## src/rtl/regfile_mp.sv

```systemverilog
// Multi-port register file: NRD combinational read ports with write-through
// bypass, NWR synchronous write ports, a hardwired zero register and an init sweep.
module regfile_mp #(
  parameter  int W        = 64,
  parameter  int DEPTH    = 32,
  parameter  int NRD      = 2,
  parameter  int NWR      = 2,
  parameter  int ZERO_REG = 31,
  parameter  int INIT_IDX = 1,
  localparam int AW       = $clog2(DEPTH)
) (
  input  logic              clk,
  input  logic              rst_n,
  input  logic              clear,
  output logic              busy,
  input  logic [NWR-1:0]    we,
  input  logic [NWR*AW-1:0] wa,
  input  logic [NWR*W-1:0]  wd,
  input  logic [NRD*AW-1:0] ra,
  output logic [NRD*W-1:0]  rd
);

  typedef enum logic {
    ST_INIT,
    ST_READY
  } state_t;

  localparam logic [AW-1:0] ZR       = AW'(ZERO_REG);
  localparam logic [AW:0]   ICNT_TOP = (AW+1)'(DEPTH - 1);

  state_t          r_state;
  state_t          w_state_nxt;
  logic [AW:0]     r_icnt;
  logic [AW:0]     w_icnt_nxt;
  logic [W-1:0]    r_mem [DEPTH];
  logic            w_init_we;
  logic [AW-1:0]   w_init_idx;
  logic [W-1:0]    w_init_val;
  logic [NRD*W-1:0] w_rd;

  always_ff @(posedge clk or negedge rst_n) begin
    if (!rst_n) begin
      r_state <= ST_INIT;
      r_icnt  <= '0;
    end else begin
      r_state <= w_state_nxt;
      r_icnt  <= w_icnt_nxt;
    end
  end

  // NOTE: every variable driven here gets a default first so no path through
  // the case statement can leave it unassigned and infer a latch.
  always_comb begin
    w_state_nxt = r_state;
    w_icnt_nxt  = r_icnt;
    w_init_idx  = r_icnt[AW-1:0];
    w_init_we   = 1'b0;
    w_init_val  = (INIT_IDX != 0) ? W'(r_icnt[AW-1:0]) : '0;
    case (r_state)
      ST_INIT: begin
        w_init_we = (r_icnt[AW-1:0] != ZR);
        if (clear) begin
          w_icnt_nxt = '0;
        end else if (r_icnt == ICNT_TOP) begin
          w_state_nxt = ST_READY;
        end else begin
          w_icnt_nxt = r_icnt + (AW+1)'(1);
        end
      end
      ST_READY: begin
        if (clear) begin
          w_state_nxt = ST_INIT;
          w_icnt_nxt  = '0;
        end
      end
      default: w_state_nxt = ST_INIT;
    endcase
  end

  // NOTE: the array is deliberately left out of the reset; the init sweep
  // gives it defined contents, and skipping the reset lets it map onto RAM.
  // Later ports are assigned last, so the highest-numbered port wins a clash.
  always_ff @(posedge clk) begin
    if (w_init_we) begin
      r_mem[w_init_idx] <= w_init_val;
    end else if (r_state == ST_READY) begin
      for (int p = 0; p < NWR; p++) begin
        if (we[p] && (wa[p*AW +: AW] != ZR)) begin
          r_mem[wa[p*AW +: AW]] <= wd[p*W +: W];
        end
      end
    end
  end

  always_comb begin
    w_rd = '0;
    for (int r = 0; r < NRD; r++) begin
      if ((r_state == ST_READY) && (ra[r*AW +: AW] != ZR)) begin
        w_rd[r*W +: W] = r_mem[ra[r*AW +: AW]];
        for (int p = 0; p < NWR; p++) begin
          if (we[p] && (wa[p*AW +: AW] != ZR) && (wa[p*AW +: AW] == ra[r*AW +: AW])) begin
            w_rd[r*W +: W] = wd[p*W +: W];
          end
        end
      end
    end
  end

  assign rd   = w_rd;
  assign busy = (r_state == ST_INIT);

endmodule
```

## config.mk

```make
export PLATFORM = sky130hd
export DESIGN_NAME = regfile_mp
export DESIGN_NICKNAME = d
export VERILOG_FILES = /design/src/rtl/regfile_mp.sv
export SDC_FILE = /design/constraint.sdc
export NUM_CORES = 2
export LEC_CHECK = 0
export CORE_UTILIZATION = 30
export CTS_CLUSTER_DIAMETER = 40
export DETAILED_ROUTE_END_ITERATION = 12
export PLACE_DENSITY = 0.5
export SLEW_MARGIN = 0
export SYNTH_ARGS = -nofsm -noshare
export SYNTH_HDL_FRONTEND = slang
export SYNTH_SLANG_ARGS = --single-unit
```

## constraint.sdc

```tcl
create_clock -name clk -period 14.4 [get_ports clk]
set_clock_uncertainty 0.2 [all_clocks]
set_input_delay 2.88 -clock clk [delete_from_list [all_inputs] [get_ports clk]]
set_output_delay 2.88 -clock clk [all_outputs]
set_load 0.02 [all_outputs]
```

==> out/metrics.csv <==
stage;metric;value;unit
yosys;yosysWarningCount;0;
floorplan;coreArea;0.3900;mm^2
yosys;syn_area;0.1178;mm^2
floorplan;top_level_ports;282;
global_route;grt_max_degree;119;
worst_setup_path;critical_path_arrival;7.90;ns
power_and_ir_drop;p_sw_share;24.24;%
power_and_ir_drop;combPwrFrac;7.3;%
timing;hold_viol_final;0;
yosys;ys_seq_elements;2055;
placed_design;portBuffers;281;
route;wirelength;525.1;mm
yosys;syn_nets;10440;
yosys;ys_types;50;
floorplan;initial_core_util;30.21;%
timing;fmax;91.09;MHz
yosys;netlist.top_cell.by_area;edfxtp_1;
route;drc_errors;0;
power_and_ir_drop;sequentialPowerShare;37.8;%
power_and_ir_drop;p_int;13.27;mW
timing;final-setup-viol-count;0;
worst_setup_path;crit_type;input pin to primary output;
timing;tns;0;ns
yosys;synth.avg_cell_area;11.46;um^2
timing;worst_pin_slew;1.363;ns
route;num_vias;93320;
cts;cts_tree;done;
finish;nets;10060;
worst_setup_path;cp.required;11.32;ns
cts;clock_latency;0.96;ns
flow_run;maxCapViolCount;0;
power_and_ir_drop;power.switching;4.246;mW
floorplan;die_area;0.3952;mm^2
cts;clkSinkCount;2055;
cts;clockRootBuffer;clkbuf_16;
yosys;ys.flop_type;edfxtp_1;
power_and_ir_drop;peakVddDrop;0.09371;mV
min_path;min_path_type;register to register;
cts;cts_setup_buffers;0;
timing;maxSlewViolCount;0;
cts;cts_resized;0;
run_status;status;finished, final reports clean;
placed_design;pre_cts_ws;3.537;ns
yosys;synth_edf_count;2048;
route;wl_per_cell;33.98;um
yosys;netlist.area_leader.share;52.20;%
timing;fin_ws;3.422;ns
global_route;grt-ovfl-total;0;
cts;clk_pin_slew;0.04;ns
worst_setup_path;crit_path_end_kind;primary output;
timing;timing.final.crit_share;76.24;%
timing;max_slew_margin;8.833;%
route;drt_iter0_drc;13480;
yosys;synthArstFlopShare;0.3406;%
yosys;synthCells;10280;
finish;synthToLayoutAreaGrowth;17.54;%
power_and_ir_drop;clockPowerShare;54.9;%
floorplan;die_y;628.7;um
cts;htreeDepth;5;
finish;drive_gt1_share;17.91;%
global_route;grt_antenna_before_repair;17;
timing;period_needed;10.98;ns
yosys;synthTopCellsByArea;edfxtp_1 52%, mux4_2 15%, o21ai_0 7.9%;
yosys;seq_area_frac_synth;52.35;%
cts;clock_path_buffers;4;
power_and_ir_drop;leakage;44.59;nW
global_route;track_usage;25.68;%
floorplan;die_w;628.7;um
global_route;grt_pass1_vias;89580;
cts;ctsHoldBuffers;0;
route;viasPerCell;6.039;
power_and_ir_drop;powerDensity;126.5;mW/mm^2
cts;numCtsBuffers;401;
route;ant_nets;0;
floorplan;rows;229;
timing;rsz0062_at_grt;false;
placed_design;dpl.hpwl;285.2;mm
route;drt-pass1-iter-count;6;
global_route;grt_pass1_wl;720.8;mm
worst_setup_path;reg2regPathDepth;6;
placed_design;gp_congestion;0.8368;
min_path;holdPathStages;3;
worst_setup_path;critical_path.startpoint_type;input pin;
worst_setup_path;crit_path_max_fanout;96;
-- cell usage in the layout, fill, tap and decap left out, drive strengths merged, types with 9 or more instances in the layout --
cell type      instances
clkdlybuf4s50        267
clkinv               158
edfxtp              2048
clkinvlp              49
bufinv                60
a221o                 63
o221ai               191
a22oi                191
buf                  280
clkbuf               456
a2111oi               63
nand2               2073
xnor2                 20
a21oi                346
nor2b                  9
mux4                 767
a211oi                64
o21ai               1868
nand3                 14
inv                  156
a22o                 127
mux2i                524
o22ai                127
nor2                 267
-- power by group through the flow --
stage	sequential [mW]	clock [mW]	combinational, mW
after global placement	6.72	0	1.26
after floorplan	6.73	0	0.755
after CTS	6.61	9.67	1.26
after detailed placement	6.72	0	1.26
final	6.61	9.62	1.28
after global routing	6.62	9.93	1.31
-- state kept, by name, summed over array words and instances, names as in the netlist --
name,flops
r_icnt,6
r_mem,2048
r_state,1
-- metrics by stage --
step | area, um^2 | instances | power, mW | hold slack, ns | utilization [%]
CTS | 138500 | 15450 | 17.55 | 0.4383 | 35.51
global placement | 124700 | 14700 | 7.974 | 0.3821 | 31.98
floorplan | 117800 | 10280 | 7.480 | 0.3575 | -
finish | 138500 | 15450 | 17.52 | 0.4342 | 35.51
global route | 138500 | 15450 | 17.86 | 0.4792 | 35.51
detailed placement | 124700 | 14700 | 7.984 | 0.4267 | 31.98
-- layout make-up --
class                           instances  area (um^2)
Clock buffer                          454        10340
Inverter                              130        488.0
Multi-Input combinational cell       6772        50890
Sequential cell                      2055        61670
Timing Repair Buffer                  549         5146
Tap cell                             5197         6502
Clock inverter                        293         3430
Fill cell                           37460       251500
Antenna cell                            3        7.507
-- cells in the mapped netlist, types with 3 or more instances --
| cell type | instances |
|---|---|
| a2111oi_2 | 54 |
| o22ai_1 | 127 |
| nor2_4 | 3 |
| nor2_1 | 252 |
| a221o_1 | 63 |
| o32ai_1 | 3 |
| clkbuf_1 | 1024 |
| a2111oi_0 | 9 |
| buf_4 | 11 |
| o221ai_1 | 191 |
| nand3_1 | 14 |
| xor2_1 | 4 |
| a22o_1 | 127 |
| buf_2 | 248 |
| a211oi_1 | 64 |
| nand2_1 | 2073 |
| nor3_1 | 4 |
| nor2_2 | 12 |
| buf_6 | 16 |
| xnor2_1 | 20 |
| dfrtp_1 | 7 |
| mux2_2 | 5 |
| buf_1 | 27 |
| nand2b_1 | 6 |
| mux2i_1 | 524 |
| and3_1 | 3 |
| o21ai_0 | 1862 |
| nor2b_1 | 9 |
| mux4_2 | 767 |
| a22oi_1 | 191 |
| nor4_1 | 3 |
| inv_1 | 130 |
| a21oi_1 | 346 |
| edfxtp_1 | 2048 |
| nand3b_1 | 7 |
| o21ai_1 | 6 |
-- routing by layer --
layer / GRT usage (%) / part of all wire (%) / vias to the layer above / wire length (um)
li1: - / - / 38360 / -
met1: 32.71 / 37 / 47080 / 195200
met4: 14.27 / 6.3 / 12 / 32860
met2: 40.96 / 46 / 6418 / 240500
met5: 0 / 0.014 / - / 71
met3: 5.036 / 11 / 1449 / 56500
-- worst max-delay path: stages --
cell             delay [ns]
clkdlybuf4s50_1        0.94
nand3_4                0.86
buf_12                 0.78
o22ai_1                0.15
a2111oi_0              0.98
buf_4                  0.25
a21oi_1                0.07
a221o_1                0.35
clkdlybuf4s50_1        0.59
-- cells by family (layout without fill, tap and decap cells) --
group / Yosys count / in the layout / synth area share, %
adders and majority gates: 2 / 2 / 0.02124
xor gates and xnor gates: 24 / 24 / 0.1784
muxes: 1296 / 1296 / 19.16
buffers and inverters: 1456 / 1426 / 5.039
AOI/OAI and AO/OA: 3050 / 3050 / 15.43
and+or+nand+nor: 2400 / 2400 / 7.821
other: 0 / 3 / 0
DFF: 2055 / 2055 / 52.35
-- final timing paths --
check | start | endpoint | slack (ns)
worst min register to register | r_icnt[5]$_DFFE_PN0P_ | r_icnt[5]$_DFFE_PN0P_ | 0.43
max in group asynchronous | rst_n | r_icnt[5]$_DFFE_PN0P_ | 11.71
worst max register to register | r_state$_DFF_PN0_ | r_mem[28][27]$_DFFE_PP_ | 9.08
worst max-delay path | ra[3] | rd[0] | 3.42
worst min-delay path | r_icnt[5]$_DFFE_PN0P_ | r_icnt[5]$_DFFE_PN0P_ | 0.43
min in group asynchronous | rst_n | r_icnt[3]$_DFFE_PN0P_ | 2.00
Note: power is estimated with default switching activity, not from simulation.
